<file path="src/rtl/weight_comp_scheduler.sv">
// ============================================================================
// Module   : weight_comp_scheduler
// Purpose  : Packs serial vector elements into chunks for a weight-computation
//            cell chain, and collects the chain results into a credit-managed
//            FIFO. Optional stall counter under WEIGHT_COMP_SCHED_STALL_CNT_EN.
// Revision : 1.0 - initial release
// ============================================================================
`default_nettype none

module weight_comp_scheduler #(
  parameter int DATA_WIDTH    = 32,
  parameter int INPUT_AMOUNT  = 4,
  parameter int WEIGHT_AMOUNT = 8,
  parameter int CHAIN_LENGTH  = 2,
  parameter int RESULT_DEPTH  = 4
) (
  input  logic                               clk,
  input  logic                               rst_n,
  input  logic                               in_valid,
  output logic                               in_ready,
  input  logic [DATA_WIDTH-1:0]              in_data,
  output logic [DATA_WIDTH-1:0]              cell_index,
  output logic [INPUT_AMOUNT*DATA_WIDTH-1:0] cell_value,
  output logic [DATA_WIDTH:0]                cell_result,
  output logic                               cell_enable,
  input  logic [DATA_WIDTH:0]                chain_result,
  output logic                               out_valid,
  input  logic                               out_ready,
  output logic [DATA_WIDTH-1:0]              out_data,
  output logic                               busy,
  output logic                               overflow
`ifdef WEIGHT_COMP_SCHED_STALL_CNT_EN
  ,
  output logic [31:0]                        stall_cycles
`endif
);

  localparam int C_NUM_CHUNKS = WEIGHT_AMOUNT / INPUT_AMOUNT;
  localparam int C_LANE_W     = (INPUT_AMOUNT > 1) ? $clog2(INPUT_AMOUNT) : 1;
  localparam int C_CHUNK_W    = (C_NUM_CHUNKS > 1) ? $clog2(C_NUM_CHUNKS) : 1;
  localparam int C_PTR_W      = (RESULT_DEPTH > 1) ? $clog2(RESULT_DEPTH) : 1;
  localparam int C_CNT_W      = $clog2(RESULT_DEPTH + 1);

  localparam logic [C_LANE_W-1:0]  C_LAST_LANE  = C_LANE_W'(INPUT_AMOUNT - 1);
  localparam logic [C_CHUNK_W-1:0] C_LAST_CHUNK = C_CHUNK_W'(C_NUM_CHUNKS - 1);
  localparam logic [C_PTR_W-1:0]   C_PTR_LAST   = C_PTR_W'(RESULT_DEPTH - 1);
  localparam logic [C_CNT_W-1:0]   C_CREDITS    = C_CNT_W'(CHAIN_LENGTH);
  localparam logic [C_CNT_W:0]     C_USED_LIMIT = (C_CNT_W + 1)'(RESULT_DEPTH - CHAIN_LENGTH);

  typedef enum logic [1:0] {
    S_IDLE   = 2'd0,
    S_GATHER = 2'd1,
    S_ISSUE  = 2'd2
  } state_t;

  state_t r_state;
  state_t w_state_next;

  logic [C_LANE_W-1:0]               r_lane;
  logic [C_CHUNK_W-1:0]              r_chunk;
  logic [INPUT_AMOUNT*DATA_WIDTH-1:0] r_cell_value;
  logic [DATA_WIDTH-1:0]             r_cell_index;
  logic                              r_cell_enable;
  logic [C_CNT_W-1:0]                r_outstanding;
  logic [C_CNT_W-1:0]                r_count;
  logic [C_PTR_W-1:0]                r_wr_ptr;
  logic [C_PTR_W-1:0]                r_rd_ptr;
  logic                              r_overflow;
  logic [DATA_WIDTH-1:0]             r_mem [RESULT_DEPTH];

  logic             w_in_ready;
  logic             w_reserve;
  logic             w_accept;
  logic             w_credit_ok;
  logic             w_result_vld;
  logic             w_capture;
  logic             w_pop;
  logic [C_CNT_W:0] w_used;

  // Free slots are judged on registered occupancy plus credits already promised.
  assign w_used       = {1'b0, r_count} + {1'b0, r_outstanding};
  assign w_credit_ok  = (w_used <= C_USED_LIMIT);
  assign w_result_vld = chain_result[DATA_WIDTH];
  assign w_capture    = w_result_vld && (r_outstanding != '0);
  assign w_pop        = (r_count != '0) && out_ready;
  assign w_accept     = in_valid && w_in_ready;

  always_ff @(posedge clk or negedge rst_n) begin
    if (!rst_n) begin
      r_state <= S_IDLE;
    end else begin
      r_state <= w_state_next;
    end
  end

  always_comb begin
    w_state_next = r_state;
    w_in_ready   = 1'b0;
    w_reserve    = 1'b0;
    case (r_state)
      S_IDLE: begin
        w_in_ready = w_credit_ok;
        if (in_valid && w_credit_ok) begin
          w_reserve    = 1'b1;
          w_state_next = (r_lane == C_LAST_LANE) ? S_ISSUE : S_GATHER;
        end
      end
      S_GATHER: begin
        w_in_ready = 1'b1;
        if (in_valid) begin
          w_state_next = (r_lane == C_LAST_LANE) ? S_ISSUE : S_GATHER;
        end
      end
      S_ISSUE: begin
        w_state_next = (r_chunk == C_LAST_CHUNK) ? S_IDLE : S_GATHER;
      end
      default: begin
        w_state_next = S_IDLE;
      end
    endcase
  end

  // Chunk assembly and issue
  always_ff @(posedge clk or negedge rst_n) begin
    if (!rst_n) begin
      r_lane        <= '0;
      r_chunk       <= '0;
      r_cell_value  <= '0;
      r_cell_index  <= '0;
      r_cell_enable <= 1'b0;
    end else begin
      if (w_accept) begin
        r_cell_value[r_lane*DATA_WIDTH +: DATA_WIDTH] <= in_data;
        r_lane <= (r_lane == C_LAST_LANE) ? '0 : r_lane + 1'b1;
      end
      if (r_state == S_ISSUE) begin
        r_chunk <= (r_chunk == C_LAST_CHUNK) ? '0 : r_chunk + 1'b1;
      end
      r_cell_enable <= (w_state_next == S_ISSUE);
      if (w_state_next == S_ISSUE) begin
        r_cell_index <= DATA_WIDTH'(r_chunk) * DATA_WIDTH'(INPUT_AMOUNT);
      end
    end
  end

  // Credit accounting, FIFO pointers and the sticky overflow flag
  always_ff @(posedge clk or negedge rst_n) begin
    if (!rst_n) begin
      r_outstanding <= '0;
      r_count       <= '0;
      r_wr_ptr      <= '0;
      r_rd_ptr      <= '0;
      r_overflow    <= 1'b0;
    end else begin
      r_outstanding <= r_outstanding + (w_reserve ? C_CREDITS : '0)
                                     - (w_capture ? C_CNT_W'(1) : '0);
      r_count <= r_count + (w_capture ? C_CNT_W'(1) : '0)
                         - (w_pop ? C_CNT_W'(1) : '0);
      if (w_capture) begin
        r_wr_ptr <= (r_wr_ptr == C_PTR_LAST) ? '0 : r_wr_ptr + 1'b1;
      end
      if (w_pop) begin
        r_rd_ptr <= (r_rd_ptr == C_PTR_LAST) ? '0 : r_rd_ptr + 1'b1;
      end
      if (w_result_vld && (r_outstanding == '0)) begin
        r_overflow <= 1'b1;
      end
    end
  end

  // Storage needs no reset: out_data is masked while the FIFO is empty.
  always_ff @(posedge clk) begin
    if (w_capture) begin
      r_mem[r_wr_ptr] <= chain_result[DATA_WIDTH-1:0];
    end
  end

`ifdef WEIGHT_COMP_SCHED_STALL_CNT_EN
  logic [31:0] r_stall_cycles;

  always_ff @(posedge clk or negedge rst_n) begin
    if (!rst_n) begin
      r_stall_cycles <= '0;
    end else if (in_valid && !w_in_ready && (r_stall_cycles != '1)) begin
      r_stall_cycles <= r_stall_cycles + 32'd1;
    end
  end

  assign stall_cycles = r_stall_cycles;
`endif

  assign in_ready    = w_in_ready && rst_n;
  assign cell_index  = r_cell_index;
  assign cell_value  = r_cell_value;
  assign cell_result = '0;
  assign cell_enable = r_cell_enable;
  assign out_valid   = (r_count != '0);
  assign out_data    = out_valid ? r_mem[r_rd_ptr] : '0;
  assign busy        = (r_state != S_IDLE) || (r_outstanding != '0);
  assign overflow    = r_overflow;

endmodule

`default_nettype wire

</file>
<file path="config.mk">
export PLATFORM = sky130hd
export DESIGN_NAME = weight_comp_scheduler
export DESIGN_NICKNAME = d
export VERILOG_FILES = /design/src/rtl/weight_comp_scheduler.sv
export SDC_FILE = /design/constraint.sdc
export NUM_CORES = 1
export LEC_CHECK = 0
export CORE_ASPECT_RATIO = 0.8
export CORE_MARGIN = 4
export CORE_UTILIZATION = 45
export CTS_BUF_LIST = sky130_fd_sc_hd__clkbuf_8
export DETAILED_ROUTE_END_ITERATION = 16
export PLACE_DENSITY = 0.75
export SKIP_LAST_GASP = 1
export SYNTH_ARGS = -nofsm -noshare
export SYNTH_HDL_FRONTEND = slang
export SYNTH_SLANG_ARGS = --single-unit
</file>
<file path="constraint.sdc">
create_clock -name clk -period 3 [get_ports clk]
set_clock_uncertainty 0.05 [all_clocks]
set_input_delay 0.3 -clock clk [delete_from_list [all_inputs] [get_ports clk]]
set_output_delay 0.3 -clock clk [all_outputs]
set_load 0.1 [all_outputs]
</file>
==> flow_metrics.py <==
metrics = {
    "die": {
        "boundaryPins": 299,
        "die_w_um": 184,
        "die_area_um2": 27500,
        "core_area_um2": 24400,
        "rows": 51,
        "start_util": 0.458,
        "die_y_um": 149,
    },
    "synth": {
        "synthCells": 678,
        "synth_edf_count": 128,
        "yosysTopAreaCell": "edfxtp_1",
        "synth_top_area_frac": 0.343,
        "synthArstFlopShare": 0.533,
        "synth_cell_types": 39,
        "ys_seq_elements": 274,
        "synthTopCellsByCount": "146 x dfrtp_1, 128 x edfxtp_1, 96 x a32o_1",
        "ys.flop_type": "dfrtp_1",
        "yosys_warnings": 0,
        "synth_most_common_cell": "dfrtp_1",
        "ys_seq_area_frac": 0.670,
        "synth.area.top_cells": "edfxtp_1 34%, dfrtp_1 33%, a32o_1 8.6%, mux4_2 6.4%, buf_4 4.3%",
        "avgSynthCellArea_um2": 16.5,
        "syn_area_um2": 11200,
    },
    "routing": {
        "via_per_inst": 5.38,
        "wl_per_cell_um": 20.9,
        "wl_met3_mm": 2.39,
        "wl_met1_mm": 11.4,
        "detail-route-antenna-nets": 0,
        "firstDrtPassIters": 5,
        "routed.top_layer": "met4",
        "drtIter0Drc": 545,
        "dr_wl_met2_mm": 12.8,
        "routed_wl_mm": 26.9,
        "drc_errors": 0,
        "vias": 6935,
    },
    "outcome": {
        "outcome": "finished, final reports clean",
    },
    "worst_hold_path": {
        "min_to": "r_mem[3][6]",
        "min_from": "chain_result[6]",
        "min_path_cells": 1,
        "worstHoldPathType": "in2reg",
    },
    "run": {
        "cap_violations": 0,
    },
    "sta": {
        "hold_violations": 0,
        "period_share": 0.958,
        "slew_headroom": 0.474,
        "hold-worst-slack_ns": 0.344,
        "period_needed_ns": 2.87,
        "fin_tns_setup_ns": 0,
        "rsz0062_at_grt": "yes",
        "fmax_mhz": 348,
        "tightest_slew_ns": 0.789,
        "slew_violations": 0,
        "setup_viol": 0,
    },
    "clocking": {
        "cts.clk_slew.worst_paths_ns": 0.06,
        "clockBufferDepth": 3,
        "cts_tree": "built",
        "cts_root_buffer": "clkbuf_8",
        "cts_sinks": 274,
        "htreeDepth": 2,
        "cts_buffers": 44,
        "insertion_delay_ns": 0.54,
    },
    "worst_setup_path": {
        "cp.arrival_ns": 2.52,
        "r2r_start": "r_outstanding[0]",
        "rr_endpoint": "r_outstanding[2]",
        "end_kind": "output port",
        "crit_path_max_fanout": 3,
        "worstRegToRegCells": 10,
        "cp.required_ns": 2.65,
        "startpoint_type": "flip-flop",
        "criticalPathCategory": "reg2out",
        "r2r_slack_ns": 0.27,
    },
    "placement": {
        "hpwl_mm": 17.6,
        "gp_congestion": 0.818,
        "port-buffer-count": 234,
        "placed_cell_area_um2": 13800,
    },
    "final_layout": {
        "drive_above_1_share": 0.306,
        "postLayoutCoreUtil": 0.599,
        "multi_input_area_um2": 3200,
        "diodes": 0,
        "final_cell_area_um2": 14600,
        "seq_area_um2": 7500,
        "syn_to_final_growth_pct": 30.9,
        "fin_nets": 1026,
        "fill_cells": 1883,
    },
    "global_route": {
        "grt_max_degree": 147,
        "antenna_found_initial": 0,
        "grt_pass1_wl_mm": 41.8,
        "grt_overflow": 0,
        "track_usage": 0.193,
        "grt_pass1_vias": 7168,
    },
}
[flip-flops by register name, summed over array words and instances (netlist names)]
name           cells
cell_value       128
r_mem            128
r_count            3
r_outstanding      3
r_lane             2
r_rd_ptr           2
r_state            2
r_wr_ptr           2
cell_enable        1
cell_index         1
overflow           1
r_chunk            1
[worst max-delay path, stage by stage (launching register included)]
cell	delay (ns)
dfrtp_1	0.40
ha_1	0.23
fa_1	0.45
and2_4	0.17
o31ai_4	0.20
nand2_2	0.11
nor3b_4	0.22
buf_12	0.20
[area by class of cell]
type | instances | area share
flip-flops and latches | 274 | 0.512
multi-input cells | 339 | 0.218
repair buffers | 259 | 0.181
clock buffers | 52 | 0.0489
well taps | 318 | 0.0272
clock inverters | 28 | 0.00871
inverters | 18 | 0.00461
[kinds of logic (layout without fill, tap and decap cells)]
group           count (synthesis)  in the layout  share of synthesized area
flops                         274            274                      0.670
other cells                     1             64                   0.000335
fa+ha+maj                      21             21                     0.0248
simple gates                   74             74                     0.0420
buf+inv                       128            357                     0.0695
xor+xnor                        5              5                    0.00391
mux                            36             36                     0.0684
compound gates                139            139                      0.121
[timing repair]
| action | 4_1_cts | 5_1_grt |
|---|---|---|
| hold buffers | 1 | 0 |
| pin swaps | 1 | 2 |
| resized for setup | 2 | 0 |
| cloned | 0 | 0 |
| hold endpoints to repair | 146 | 0 |
| endpoints found under the setup margin | 1 | 1 |
| setup buffers | 1 | 1 |
[per-layer routing]
| metal | global-route usage | vias up |
|---|---|---|
| met1 | 0.279 | 3545 |
| met3 | 0.0556 | 30 |
| met2 | 0.294 | 299 |
| li1 | - | 3061 |
| met5 | 0 | - |
| met4 | 0.0462 | 0 |
[per-stage QoR]
| stage | std cells | setup WS [ns] |
|---|---|---|
| floorplan | 741 | 0.0498 |
| finish | 1288 | 0.125 |
| global placement | 1205 | 0.363 |
| global route | 1288 | -0.00460 |
| CTS | 1287 | 0.0570 |
| detailed placement | 1205 | 0.330 |
[cell usage in the layout, fill, tap and decap left out, types with 3 or more instances in the layout]
cell type / n
nor3_1: 4
edfxtp_1: 128
and3_1: 4
inv_1: 37
a22o_1: 32
mux2_2: 4
xnor2_1: 5
dfrtp_1: 145
a32o_1: 96
buf_4: 148
clkinv_1: 4
o21ai_0: 3
nand4_1: 5
nand3_1: 3
buf_12: 42
conb_1: 64
mux4_2: 32
or3_1: 4
and2_1: 32
clkbuf_8: 52
ha_1: 19
clkdlybuf4s50_1: 67
nand2_1: 9
[worst max path at each step]
stage	startpoint	endpoint	slack, ns	depth (start not counted)
CTS	r_outstanding[0]	in_ready	0.06	7
floorplan	r_count[1]	out_data[22]	0.05	4
global route	r_outstanding[0]	in_ready	-0.005	7
detailed placement	r_outstanding[0]	r_outstanding[2]	0.33	10
finish	r_outstanding[0]	in_ready	0.13	7
global placement	r_outstanding[0]	r_outstanding[2]	0.36	10
Power is left out: the tool's default activity adds up to more than one toggle a clock period on the data nets, which glitch-free logic cannot reach.
==> patch 1 (same settings) <==
`RESULT_DEPTH`: 4 -> 16.
--- a/src/rtl/weight_comp_scheduler.sv
+++ b/src/rtl/weight_comp_scheduler.sv
@@ -12,7 +12,7 @@
   parameter int INPUT_AMOUNT  = 4,
   parameter int WEIGHT_AMOUNT = 8,
   parameter int CHAIN_LENGTH  = 2,
-  parameter int RESULT_DEPTH  = 4
+  parameter int RESULT_DEPTH  = 16
 ) (
   input  logic                               clk,
   input  logic                               rst_n,
Formal check against the unedited RTL: no difference found for any inputs over 4 cycles, from zero or initial values and one cycle with rst_n low; that may be too few to reach the edited logic, so the function may still have changed.
==> patch 1 against the original RTL <==
- the run now ends with setup timing left
- cell area is 130% higher
- utilization is 2.7 points lower
- setup slack worse by 550 ps
- area after synthesis is 140% higher
- via count is 110% higher
- sequential cell count is 392 higher
- wire length is 150% higher
- critical path type unchanged
- highest routed layer is now met5
Power is not shown: default switching activity piles up to over one toggle a cycle in this logic, so the estimate is an artifact.
==> patch 1: results (changes against the original RTL) <==
| Metric | Value |
|---|---|
| Outcome | finished with violations |
| Violated checks | setup timing |
| CP max stage delay | 560 ps (+110 ps) |
| Clk tree area frac | 5.88% (+0.12 points) |
| Netlist cell types | 55 (+41%) |
| Share of layout cells above drive strength 1 | 37.0% (+6.4 points) |
| Ys async rst share | 23.1% (-30 points) |
| Average wire per cell in the routed design | 26.3 µm (+26%) |
| DRT met1 WL | 26,600 µm (+130%) |
| Repair and plain buffers | 358 (+38%) |
| Setup-failing EPs final | 167 (+167) |
| Post-Layout Inst Area | 0.0333 mm² (+130%) |
| CP max-delay cell | mux4_2 |
| Setup Fix Bufs, Post-CTS | 19 (+18) |
| Worst Path Arrival | 3070 ps (+550 ps) |
| Final core occ | 57.2% (-2.7 points) |
| First-pass GRT wire length | 94,900 µm (+130%) |
| Clock latency on the worst-skew pair | 710 ps (+170 ps) |
| Highest fanout seen on the critical path | 7 (+4) |
| Clk sinks | 666 (+140%) |
| H-tree Lvls | 3 (+1) |
| Clock buf count | 111 (+110%) |
| GR Layer Usage met3 | 4.11% (-1.4 points) |
| DR iter-0 viols | 1,496 (+170%) |
| Largest net degree at the start of global routing | 155 (+5.4%) |
| Fin cells | 2,546 (+98%) |
| Non-clock buffer share | 13.1% (-5.0 points) |
| Antenna violations before repair | 4 (+4) |
| Placed Area | 0.0300 mm² (+120%) |
| Top sig layer | met5 |
| Final worst setup slack | -425 ps (-550 ps) |
| Area contributors post-synth | edfxtp_1 (58%), dfrtp_1 (15%), mux4_2 (14%), a22o_1 (3.8%), buf_4 (1.9%) |
| DR vias/cell | 5.73 (+6.3%) |
| Number of ordinary inverters in the final layout | 29 (+11) |
| Multi-input logic area | 0.00664 mm² (+110%) |
| TritonCTS Buffers | 99 (+130%) |
patch 1: cell families (layout without fill, tap and decap cells):
logic type               Yosys count  after routing  share of synthesized area [%]
flip-flops                       666            666                           72.7
AO/OA/AOI/OAI                    168            168                           5.52
multiplexers                     166            166                           13.9
buffers and inverters            162            571                           3.76
AND/OR/NAND/NOR                   97             97                           2.16
adder cells (fa/ha/maj)           31             31                           1.55
XOR/XNOR                          11             11                          0.364
other                              1             67                         0.0142
patch 1: final timing paths:
check / startpoint / endpoint / slack, ps / cells after the start
worst min register to register: overflow / overflow / 440 / 1
min in group asynchronous: rst_n / r_state[1] / 310 / 3
worst max-delay path: r_rd_ptr[0] / out_data[18] / -420 / 7
max in group asynchronous: rst_n / r_rd_ptr[0] / 1890 / 3
worst max register to register: r_outstanding[0] / r_outstanding[2] / -240 / 14
worst min-delay path: in_valid / r_state[0] / 190 / 3
==> patch 2 (same settings) <==
Without the edit above. Encoding of `state_t`: now one-hot (3 bits for 3 states).
--- a/src/rtl/weight_comp_scheduler.sv
+++ b/src/rtl/weight_comp_scheduler.sv
@@ -47,10 +47,10 @@
   localparam logic [C_CNT_W-1:0]   C_CREDITS    = C_CNT_W'(CHAIN_LENGTH);
   localparam logic [C_CNT_W:0]     C_USED_LIMIT = (C_CNT_W + 1)'(RESULT_DEPTH - CHAIN_LENGTH);
 
-  typedef enum logic [1:0] {
-    S_IDLE   = 2'd0,
-    S_GATHER = 2'd1,
-    S_ISSUE  = 2'd2
+  typedef enum logic [2:0] {
+    S_IDLE   = 3'b001,
+    S_GATHER = 3'b010,
+    S_ISSUE  = 3'b100
   } state_t;
 
   state_t r_state;
Behaviour: no difference found for any inputs over 4 cycles, from zero or initial values and one cycle with rst_n low; so few cycles prove little.
==> patch 2 against the original RTL <==
- area after synthesis up 15%
- setup slack lost 63 ps
- wire length rose by 39%
- sequential cell count increased by 1
- via count rose by 38%
- cell area up 11%
- largest cell class unchanged
- highest routed layer is now met5
Power is not shown: default switching activity piles up to over one toggle a cycle in this logic, so the estimate is an artifact.
==> patch 2: results (changes against the original RTL) <==
| Metric | Value |
|---|---|
| DR vias/cell | 5.79 (+7.6%) |
| IO Port Bufs | 234 (unchanged) |
| Vias in the first global route | 9,504 (+33%) |
| Slew HR | 22.1% (-25 points) |
| H-tree Lvls | 2 (unchanged) |
| Outcome | finished clean |
| Clk pin slew, worst setup/hold paths | roughly 70 ps |
| Share of layout cells above drive strength 1 | 24.7% (-5.9 points) |
| Filler cells | 2,227 (+18%) |
| Worst Path Arrival | 2590 ps (+70 ps) |
| Antenna violations before repair | 1 (+1) |
| Number of max-cap violations | 0 (unchanged) |
| First-pass GRT wire length | 57,100 µm (+37%) |
| DR pass1 iterations | 5 (unchanged) |
| N_diodes | 0 (unchanged) |
| Ys async rst share | 53.5% (+0.17 points) |
| Longest Clk Path Bufs | 3 (unchanged) |
| Nets | 1,345 (+31%) |
| Final WL | 37,400 µm (+39%) |
| Clk root buf | clkbuf_8 |
| TritonCTS Buffers | 44 (unchanged) |
| Hold WC Path Type | in2async |
| Largest net degree at the start of global routing | 76 (-48%) |
| Seq/Total Area, Yosys | 58.7% (-8.3 points) |
| HPWL Detailed | 24,900 µm (+41%) |
| DR iter-0 viols | 985 (+81%) |
| Yosys warning total | 0 (unchanged) |
| Area contributors post-synth | edfxtp_1 (30%), dfrtp_1 (28%), o311ai_0 (7.2%), mux4_2 (5.6%), buf_4 (3.8%) |
| Top FF cell, synth | dfrtp_1 |
| RD Place Congestion | 0.883 (+7.9%) |
| Highest fanout seen on the critical path | 5 (+2) |
| GRT Total Usage | 22.9% (+3.6 points) |
| Commonest cells post-synth | dfrtp_1 (146), edfxtp_1 (128), o311ai_0 (106) |
| Netlist cell types | 41 (+5.1%) |
| Post-synth EDFFs | 128 (unchanged) |
| Clock latency on the worst-skew pair | 560 ps (+20 ps) |
| Reg2reg start | r_outstanding[0] |
| CP startpoint kind | flip-flop |
==> patch 2: worst paths after layout <==
path                            slack (ps)               end  depth (start not counted)
worst max-delay path                    60          in_ready                          7
worst max register to register         190  r_outstanding[2]                         11
max in group asynchronous             1660    cell_value[84]                          3
worst min register to register         430          overflow                          1
min in group clk                       260     cell_value[3]                          3
worst min-delay path                   100     cell_value[0]                          2
==> patch 2: area by class of cell <==
cell class / count / area [µm²] / share of cell area (%)
clock inverters: 28 / 216 / 1.33
repair buffers: 276 / 2750 / 16.9
inverters: 19 / 71.3 / 0.439
multi-input cells: 639 / 4520 / 27.8
clock buffers: 52 / 716 / 4.40
flip-flops and latches: 275 / 7520 / 46.3
well taps: 364 / 455 / 2.80
==> patch 2: per-stage QoR <==
| stage | instance area, µm² | setup slack, ps | std cells | hold WS, ps |
|---|---|---|---|---|
| floorplan | 13100 | 53.6 | 1102 | -45.6 |
| global placement | 15200 | 136 | 1566 | 128 |
| detailed placement | 15200 | -25.5 | 1566 | 126 |
| CTS | 16200 | 23.6 | 1651 | 93.3 |
| global route | 16300 | -6.21 | 1653 | 119 |
| finish | 16300 | 61.6 | 1653 | 101 |
==> patch 2: kinds of logic after synthesis <==
family | after synthesis | share of synthesized area (%)
DFF | 275 | 58.7
and+or+nand+nor | 266 | 11.4
AOI/OAI and AO/OA | 249 | 13.3
buffers and inverters | 189 | 8.37
muxes | 33 | 5.71
adders and majority gates | 21 | 2.17
xor gates and xnor gates | 5 | 0.341
other | 1 | 0.0292
==> patch 2: worst max-delay path, stage by stage, from the launching register on <==
cell	delay, ps
dfrtp_1	410
ha_1	250
fa_1	450
nand2_2	100
nand4b_4	170
o22a_4	310
nor2b_4	160
buf_12	190
==> patch 2: timing repair <==
item / in CTS / in global routing
setup endpoints to repair: 16 / 2
hold buffers: 1 / 0
cloned: 1 / 0
buffers inserted: 3 / 2
pin swaps: 2 / 1
gates resized for setup: 1 / 1
endpoints found under the hold margin: 22 / 0
==> patch 2: metal layers <==
metal	part of all wire [%]	up-vias	global-route usage, %
met5	0.035	-	0
met1	39	4751	31.7
li1	-	4211	-
met3	12	74	8.59
met2	45	537	33.7
met4	3.1	2	7.53
